--- config.mk ---
export PLATFORM = sky130hd
export DESIGN_NAME = keypad_lock_ctrl_flat
export DESIGN_NICKNAME = d
export VERILOG_FILES = /design/src/rtl/keypad_lock_ctrl_pkg.sv /design/src/rtl/keypad_lock_ctrl_if.sv /design/src/rtl/keypad_lock_ctrl_scanner.sv /design/src/rtl/keypad_lock_ctrl.sv /design/src/flat_wrapper.sv
export SDC_FILE = /design/constraint.sdc
export NUM_CORES = 1
export LEC_CHECK = 0
export CELL_PAD_IN_SITES_DETAIL_PLACEMENT = 0
export CELL_PAD_IN_SITES_GLOBAL_PLACEMENT = 1
export CORE_AREA = 2 2 85 104
export CTS_BUF_LIST = sky130_fd_sc_hd__clkbuf_8 sky130_fd_sc_hd__clkbuf_16
export DETAILED_ROUTE_END_ITERATION = 7
export DIE_AREA = 0 0 87 106
export PLACE_DENSITY_LB_ADDON = 0.1
export SLEW_MARGIN = 20
export SYNTH_ARGS = -nofsm -noshare
export SYNTH_HDL_FRONTEND = slang
export SYNTH_SLANG_ARGS = --single-unit
--- constraint.sdc ---
create_clock -name clk -period 2.65 [get_ports clk]
set_input_delay 0.265 -clock clk [delete_from_list [all_inputs] [get_ports clk]]
set_output_delay 0.265 -clock clk [all_outputs]
set_load 0.02 [all_outputs]
--- src/rtl/keypad_lock_ctrl_pkg.sv ---
// Shared types and constants for the keypad lock controller.
// Scanner and lock FSM states, 4x4 key codes, key-code width helper.
package keypad_pkg;

    typedef enum logic [1:0] {
        ST_ENTRY,
        ST_CHECK,
        ST_OPEN,
        ST_LOCKOUT
    } lock_state_t;

    typedef enum logic [1:0] {
        SC_SCAN,
        SC_PRESS_DB,
        SC_HELD,
        SC_RELEASE_DB
    } scan_state_t;

    // 4x4 layout: 1 2 3 A / 4 5 6 B / 7 8 9 C / * 0 # D
    localparam int KEY_STAR = 12;
    localparam int KEY_HASH = 14;

    function automatic int key_w(input int rows, input int cols);
        return $clog2(rows * cols);
    endfunction

endpackage

--- src/rtl/keypad_lock_ctrl_if.sv ---
// Pin-side and door-side signal bundle of the keypad lock controller.
// master drives keypad rows and controls; slave is the controller.
interface keypad_lock_ctrl_if
    import keypad_pkg::*;
#(
    parameter int ROWS      = 4,
    parameter int COLS      = 4,
    parameter int MAX_FAILS = 3
);
    localparam int KW = key_w(ROWS, COLS);
    localparam int FW = $clog2(MAX_FAILS + 1);

    logic            en;
    logic [ROWS-1:0] row;
    logic            relock;
    logic            prog_mode;
    logic [COLS-1:0] col;
    logic            key_valid;
    logic [KW-1:0]   key_code;
    logic            access_granted;
    logic            access_denied;
    logic            locked;
    logic            code_updated;
    logic [FW-1:0]   fail_cnt;

    modport master (
        output en, row, relock, prog_mode,
        input  col, key_valid, key_code, access_granted,
        input  access_denied, locked, code_updated, fail_cnt
    );

    modport slave (
        input  en, row, relock, prog_mode,
        output col, key_valid, key_code, access_granted,
        output access_denied, locked, code_updated, fail_cnt
    );

endinterface

--- src/rtl/keypad_lock_ctrl_scanner.sv ---
// Column scanner with press/release debounce for a ROWS x COLS keypad.
// Emits one key_valid pulse per debounced press; code held afterwards.
module keypad_scanner
    import keypad_pkg::*;
#(
    parameter int ROWS         = 4,
    parameter int COLS         = 4,
    parameter int DEBOUNCE_CYC = 4,
    localparam int KW          = key_w(ROWS, COLS)
) (
    input  logic            clk,
    input  logic            rst,
    input  logic            en,
    input  logic [ROWS-1:0] row,
    output logic [COLS-1:0] col,
    output logic            key_valid,
    output logic [KW-1:0]   key_code
);
    localparam int CW = $clog2(DEBOUNCE_CYC + 1);

    scan_state_t     st;
    logic [ROWS-1:0] pat;
    logic [CW-1:0]   cnt;
    logic [KW-1:0]   code_now;
    logic [COLS-1:0] col_rot;
    logic            db_done;

    assign col_rot = {col[COLS-2:0], col[COLS-1]};
    // cnt holds stable cycles already seen; this cycle completes the run
    assign db_done = (int'(cnt) + 1 >= DEBOUNCE_CYC);

    // Encode the active row and the driven column into a key code
    always_comb begin
        int ri;
        int ci;
        ri = 0;
        ci = 0;
        for (int i = 0; i < ROWS; i++)
            if (row[i]) ri = i;
        for (int j = 0; j < COLS; j++)
            if (col[j]) ci = j;
        code_now = KW'(ri * COLS + ci);
    end

    // Scan / debounce state machine with registered key outputs
    always_ff @(posedge clk or posedge rst) begin
        if (rst) begin
            st        <= SC_SCAN;
            col       <= COLS'(1);
            pat       <= '0;
            cnt       <= '0;
            key_valid <= 1'b0;
            key_code  <= '0;
        end else begin
            key_valid <= 1'b0;
            if (en) begin
                unique case (st)
                    SC_SCAN: begin
                        if ($onehot(row)) begin
                            pat <= row;
                            cnt <= CW'(1);
                            if (DEBOUNCE_CYC == 1) begin
                                key_valid <= 1'b1;
                                key_code  <= code_now;
                                st        <= SC_HELD;
                            end else begin
                                st <= SC_PRESS_DB;
                            end
                        end else begin
                            col <= col_rot;
                        end
                    end
                    SC_PRESS_DB: begin
                        if (row != pat) begin
                            st <= SC_SCAN;
                        end else if (db_done) begin
                            key_valid <= 1'b1;
                            key_code  <= code_now;
                            st        <= SC_HELD;
                        end else begin
                            cnt <= cnt + CW'(1);
                        end
                    end
                    SC_HELD: begin
                        if (row == '0) begin
                            cnt <= CW'(1);
                            if (DEBOUNCE_CYC == 1) begin
                                st  <= SC_SCAN;
                                col <= col_rot;
                            end else begin
                                st <= SC_RELEASE_DB;
                            end
                        end
                    end
                    SC_RELEASE_DB: begin
                        if (row != '0) begin
                            st <= SC_HELD;
                        end else if (db_done) begin
                            st  <= SC_SCAN;
                            col <= col_rot;
                        end else begin
                            cnt <= cnt + CW'(1);
                        end
                    end
                endcase
            end
        end
    end

endmodule

--- src/rtl/keypad_lock_ctrl.sv ---
// Keypad lock: code entry, compare, fail counting, lockout and reprogram.
// Scanner feeds keys; lock FSM owns buffer, stored code and counters.
module keypad_lock_ctrl
    import keypad_pkg::*;
#(
    parameter int ROWS         = 4,
    parameter int COLS         = 4,
    parameter int CODE_LEN     = 4,
    parameter int DEBOUNCE_CYC = 4,
    parameter int MAX_FAILS    = 3,
    parameter int LOCKOUT_CYC  = 1024,
    parameter int CLR_KEY      = KEY_STAR,
    parameter logic [CODE_LEN*key_w(ROWS, COLS)-1:0]
        DEFAULT_CODE = 16'h5690
) (
    input logic              clk,
    input logic              rst,
    keypad_lock_ctrl_if.slave bus
);
    localparam int KW  = key_w(ROWS, COLS);
    localparam int FW  = $clog2(MAX_FAILS + 1);
    localparam int IW  = (CODE_LEN > 1) ? $clog2(CODE_LEN) : 1;
    localparam int LCW = $clog2(LOCKOUT_CYC + 1);

    logic          kv;
    logic [KW-1:0] kc;

    keypad_scanner #(
        .ROWS         (ROWS),
        .COLS         (COLS),
        .DEBOUNCE_CYC (DEBOUNCE_CYC)
    ) u_scan (
        .clk       (clk),
        .rst       (rst),
        .en        (bus.en),
        .row       (bus.row),
        .col       (bus.col),
        .key_valid (kv),
        .key_code  (kc)
    );

    lock_state_t                 st;
    logic [CODE_LEN-1:0][KW-1:0] buf_q;
    logic [CODE_LEN-1:0][KW-1:0] buf_nxt;
    logic [CODE_LEN*KW-1:0]      stored;
    logic [IW-1:0]               idx;
    logic [LCW-1:0]              lock_cnt;
    logic [FW-1:0]               fail_q;
    logic                        granted_q;
    logic                        denied_q;
    logic                        locked_q;
    logic                        upd_q;
    logic                        is_clr;
    logic                        is_last;

    assign is_clr  = (kc == KW'(CLR_KEY));
    assign is_last = (idx == IW'(CODE_LEN - 1));

    // Buffer contents with the incoming key written at the current slot
    always_comb begin
        buf_nxt      = buf_q;
        buf_nxt[idx] = kc;
    end

    // Lock FSM: entry, one-cycle compare, open/program, timed lockout
    always_ff @(posedge clk or posedge rst) begin
        if (rst) begin
            st        <= ST_ENTRY;
            buf_q     <= '0;
            stored    <= DEFAULT_CODE;
            idx       <= '0;
            lock_cnt  <= '0;
            fail_q    <= '0;
            granted_q <= 1'b0;
            denied_q  <= 1'b0;
            locked_q  <= 1'b0;
            upd_q     <= 1'b0;
        end else begin
            denied_q <= 1'b0;
            upd_q    <= 1'b0;
            if (bus.en) begin
                unique case (st)
                    ST_ENTRY: begin
                        if (kv) begin
                            if (is_clr) begin
                                idx <= '0;
                            end else begin
                                buf_q <= buf_nxt;
                                if (is_last) begin
                                    idx <= '0;
                                    st  <= ST_CHECK;
                                end else begin
                                    idx <= idx + IW'(1);
                                end
                            end
                        end
                    end
                    ST_CHECK: begin
                        if (buf_q == stored) begin
                            st        <= ST_OPEN;
                            granted_q <= 1'b1;
                            fail_q    <= '0;
                        end else begin
                            denied_q <= 1'b1;
                            if (fail_q != FW'(MAX_FAILS))
                                fail_q <= fail_q + FW'(1);
                            if (int'(fail_q) + 1 >= MAX_FAILS) begin
                                st       <= ST_LOCKOUT;
                                locked_q <= 1'b1;
                                lock_cnt <= '0;
                            end else begin
                                st <= ST_ENTRY;
                            end
                        end
                    end
                    ST_OPEN: begin
                        if (bus.relock) begin
                            st        <= ST_ENTRY;
                            granted_q <= 1'b0;
                            idx       <= '0;
                        end else if (kv && bus.prog_mode) begin
                            if (is_clr) begin
                                idx <= '0;
                            end else begin
                                buf_q <= buf_nxt;
                                if (is_last) begin
                                    stored <= buf_nxt;
                                    upd_q  <= 1'b1;
                                    idx    <= '0;
                                end else begin
                                    idx <= idx + IW'(1);
                                end
                            end
                        end
                    end
                    ST_LOCKOUT: begin
                        if (lock_cnt == LCW'(LOCKOUT_CYC - 1)) begin
                            st       <= ST_ENTRY;
                            locked_q <= 1'b0;
                            fail_q   <= '0;
                            idx      <= '0;
                        end else begin
                            lock_cnt <= lock_cnt + LCW'(1);
                        end
                    end
                endcase
            end
        end
    end

    assign bus.key_valid      = kv;
    assign bus.key_code       = kc;
    assign bus.access_granted = granted_q;
    assign bus.access_denied  = denied_q;
    assign bus.locked         = locked_q;
    assign bus.code_updated   = upd_q;
    assign bus.fail_cnt       = fail_q;

endmodule

--- src/flat_wrapper.sv ---
// flat-port wrapper written by rule: the top's interface ports become plain ports
module keypad_lock_ctrl_flat import keypad_pkg::*;
#(
    parameter int ROWS         = 4,
    parameter int COLS         = 4,
    parameter int CODE_LEN     = 4,
    parameter int DEBOUNCE_CYC = 4,
    parameter int MAX_FAILS    = 3,
    parameter int LOCKOUT_CYC  = 1024,
    parameter int CLR_KEY      = KEY_STAR,
    parameter logic [CODE_LEN*key_w(ROWS, COLS)-1:0]
        DEFAULT_CODE = 16'h5690
)
  (clk, rst, bus_en, bus_row, bus_relock, bus_prog_mode, bus_col, bus_key_valid, bus_key_code, bus_access_granted, bus_access_denied, bus_locked, bus_code_updated, bus_fail_cnt);
  keypad_lock_ctrl_if #(.ROWS(ROWS), .COLS(COLS), .MAX_FAILS(MAX_FAILS)) bus_i ();
  input logic clk;
  input logic rst;
  input wire logic [$bits(bus_i.en)-1:0] bus_en;
  input wire logic [$bits(bus_i.row)-1:0] bus_row;
  input wire logic [$bits(bus_i.relock)-1:0] bus_relock;
  input wire logic [$bits(bus_i.prog_mode)-1:0] bus_prog_mode;
  output wire logic [$bits(bus_i.col)-1:0] bus_col;
  output wire logic [$bits(bus_i.key_valid)-1:0] bus_key_valid;
  output wire logic [$bits(bus_i.key_code)-1:0] bus_key_code;
  output wire logic [$bits(bus_i.access_granted)-1:0] bus_access_granted;
  output wire logic [$bits(bus_i.access_denied)-1:0] bus_access_denied;
  output wire logic [$bits(bus_i.locked)-1:0] bus_locked;
  output wire logic [$bits(bus_i.code_updated)-1:0] bus_code_updated;
  output wire logic [$bits(bus_i.fail_cnt)-1:0] bus_fail_cnt;
  assign bus_i.en = bus_en;
  assign bus_i.row = bus_row;
  assign bus_i.relock = bus_relock;
  assign bus_i.prog_mode = bus_prog_mode;
  assign bus_col = bus_i.col;
  assign bus_key_valid = bus_i.key_valid;
  assign bus_key_code = bus_i.key_code;
  assign bus_access_granted = bus_i.access_granted;
  assign bus_access_denied = bus_i.access_denied;
  assign bus_locked = bus_i.locked;
  assign bus_code_updated = bus_i.code_updated;
  assign bus_fail_cnt = bus_i.fail_cnt;
  keypad_lock_ctrl #(.ROWS(ROWS), .COLS(COLS), .CODE_LEN(CODE_LEN), .DEBOUNCE_CYC(DEBOUNCE_CYC), .MAX_FAILS(MAX_FAILS), .LOCKOUT_CYC(LOCKOUT_CYC), .CLR_KEY(CLR_KEY), .DEFAULT_CODE(DEFAULT_CODE)) u_core (.clk(clk), .rst(rst), .bus(bus_i));
endmodule
==> metrics.txt <==
die area=9220 sq um; CP startpoint kind=primary input; Final Max Slew Viols=0; # setup viols final=0; leading cell type in the layout, fill and taps excluded=dfrtp_1; max cap viols=0; Synth cell types=57; pwr dens=757 nW/um^2; EDFF count, synth=0; Synth Warn #=0; vias per cell=5.41; DR WL/cell=15.7 microns; Finished Layout Cells=497; flops & latches, synth=71; crit path time final=2.45 ns; Initial DRC Count=91; Crit-path slowest cell=fa_1; VDD IR max=520 uV; Synth Cell Area=3770 sq um; Rows=37; Hold Violations, Final=0; share of layout cells above drive strength 1=17.0%; Die Ht=106 microns; Detail Route Antenna Nets=0; vias in the first global route=2738; crit path kind=in -> reg; cells along the critical path=clkdlybuf4s50_1 -> inv_1 -> fa_1 -> inv_1 -> ha_1 -> ha_1 -> nor2_1 -> nand2_1 -> mux2i_1 -> o2111a_1 -> mux2_2; CP Capture Type=register; Static Leak=1.93 nW; clock tree root buffer cell=clkbuf_8; unrepaired setup endpoints after global routing=no; Seq/Total Area, Yosys=47.3%; detailed-route DRC error count=0; Hold Crit Class=in -> async; port bufs=23; first-pass iteration count of the detailed router=4; hpwl dp=5750 microns; die width=87 microns; Starting Density=45.6%; outcome=finished, final reports clean; mux cell area share after synthesis=12.1%; Total Routing Usage GR=18.9%; initial antenna violation count=0; clock latency on the worst-skew pair=0.35 ns; Worst-path clk slew=0.08 ns; adder-cell share of the synthesized area=4.18%; CTS sink cnt=71; Critical Path AT=2.70 ns; crit path max fanout=3; Post-CTS Setup Inserts=0; first-pass GRT wire length=13500 microns; Placed Cells=481; TritonCTS clock tree=done; upper clock frequency limit=408 MHz; Filler Cells Inserted=753; period utilization=92.6%; post-synthesis compound-gate area fraction=12.1%; H-tree depth=3; Final WS setup=0.196 ns; ys flop type=dfrtp_1; largest net degree at the start of global routing=42; Final Util=52.4%; GRT overflow=0; Layout Nets=416; Power Total=3.29 mW; commonest non-fill, non-tap cells in the layout=dfrtp_1, nand2_1, clkdlybuf4s50_1, nor2_1; Clock Path Buffers=2; post_cts resized=0; WHS=0.312 ns; Post-Syn Instances=363; Worst path max stage delay=0.54 ns; DP Worst Slack=-0.192 ns; area grow syn2layout=15.0%; Post-Synth XOR/XNOR Area=4.64%; Slew HR=59.1%; via count=2688; pin slew with the least headroom to its limit=0.605 ns; core area=8290 sq um; TritonCTS Buffers=9; skew final=0.00871 ns; Req. time, crit path=2.89 ns; largest family of logic cells by synthesized area=simple AND/OR/NAND/NOR gates; simple-gate share of the synthesized area=15.6%; hold-fix buffer count after cts=0; Post-Route WL=7820 microns; final RePlAce weighted congestion=0.734; Mean Syn Cell Area=10.4 sq um; I/O pin count=24; Post-Synthesis Net Count=384; antenna fix cells=0; ys async rst share=100%
==> final cells by class <==
class	count	area [sq um]	area share [%]
well taps	97	121	2.79
clock inverters	7	55.1	1.27
repair buffers	38	343	7.89
clock buffers	9	124	2.85
inverters	21	78.8	1.82
flip-flops and latches	71	1790	41.1
multi-input cells	254	1840	42.3
==> logic make-up after synthesis <==
logic type | count (synthesis)
AOI/OAI and AO/OA | 70
xor gates and xnor gates | 20
adders and majority gates | 12
buffers and inverters | 38
DFF | 71
muxes | 42
and+or+nand+nor | 110
==> cell usage after synthesis (4+ instances only) <==
| cell type | n | share of area (%) |
|---|---|---|
| dfrtp_1 | 64 | 42 |
| nand2_1 | 37 | 3.7 |
| nor2_1 | 22 | 2.2 |
| inv_1 | 21 | 2.1 |
| xnor2_1 | 20 | 4.6 |
| a21oi_1 | 17 | 2.3 |
| o21ai_0 | 17 | 2.3 |
| mux2_2 | 16 | 4.8 |
| mux2i_1 | 16 | 4.2 |
| ha_1 | 11 | 3.6 |
| clkbuf_1 | 10 | 0.99 |
| mux2_1 | 9 | 2.7 |
| dfstp_2 | 7 | 4.9 |
| nor3_1 | 7 | 0.93 |
| nand4_1 | 6 | 0.99 |
| o21ai_1 | 6 | 0.80 |
| buf_2 | 5 | 0.66 |
| nand2b_1 | 5 | 0.83 |
| o41ai_1 | 5 | 1.2 |
| or3_1 | 5 | 0.83 |
| a31oi_1 | 4 | 0.66 |
| nand3_1 | 4 | 0.53 |
| nor2b_1 | 4 | 0.66 |
==> critical path: cells and delay by family <==
family / cells / cell delay [ns]
adders and majority gates: 3 / 0.98
buffers and inverters: 3 / 0.59
AOI/OAI and AO/OA: 1 / 0.21
and+or+nand+nor: 2 / 0.18
muxes: 2 / 0.46
==> worst paths after layout <==
check | from | endpoint | slack, ns | cells past startpoint
worst min register to register | u_core.stored[12] | u_core.stored[12] | 0.51 | 2
min in group clk | u_core.stored[12] | u_core.stored[12] | 0.51 | 2
worst max register to register | u_core.lock_cnt[0] | u_core.bus.locked | 0.57 | 5
worst min-delay path | rst | u_core.stored[2] | 0.31 | 3
max in group asynchronous | rst | u_core.stored[14] | 1.90 | 3
worst max-delay path | bus_row[0] | u_core.u_scan.cnt[0] | 0.20 | 11
==> registers in the layout, summed over array words and instances, names as in the netlist <==
signal	flops
u_core.buf_q	16
u_core.stored	16
u_core.lock_cnt	11
u_core.u_scan.col	4
u_core.u_scan.key_code	4
u_core.u_scan.pat	4
u_core.u_scan.cnt	3
u_core.bus.fail_cnt	2
u_core.idx	2
u_core.st	2
u_core.u_scan.st	2
u_core.bus.access_denied	1
u_core.bus.access_granted	1
u_core.bus.code_updated	1
u_core.bus.locked	1
u_core.u_scan.key_valid	1
==> through the flow <==
step           TNS, ns  area (sq um)
4_1_cts              0          4340
6_report             0          4340
3_3_place_gp     -1.23          4160
5_1_grt              0          4340
3_5_place_dp     -1.61          4160
2_1_floorplan        0          3770
==> report_power, final <==
part	switching, mW	total [mW]	leakage [nW]	internal, mW
combinational	0.564	1.04	0.936	0.479
sequential	0.192	1.45	0.911	1.26
clock	0.447	0.796	0.0866	0.349
total	1.20	3.29	1.93	2.08
==> per-layer routing <==
layer  wire length (microns)  vias to the layer above  GRT usage, %
li1                        -                     1343             -
met1                    3590                     1311          24.4
met2                    3940                       23          30.9
met3                     145                       11          2.80
met4                     144                        0          8.37
met5                       0                        -             0
Note: power is estimated with default switching activity, not from simulation.
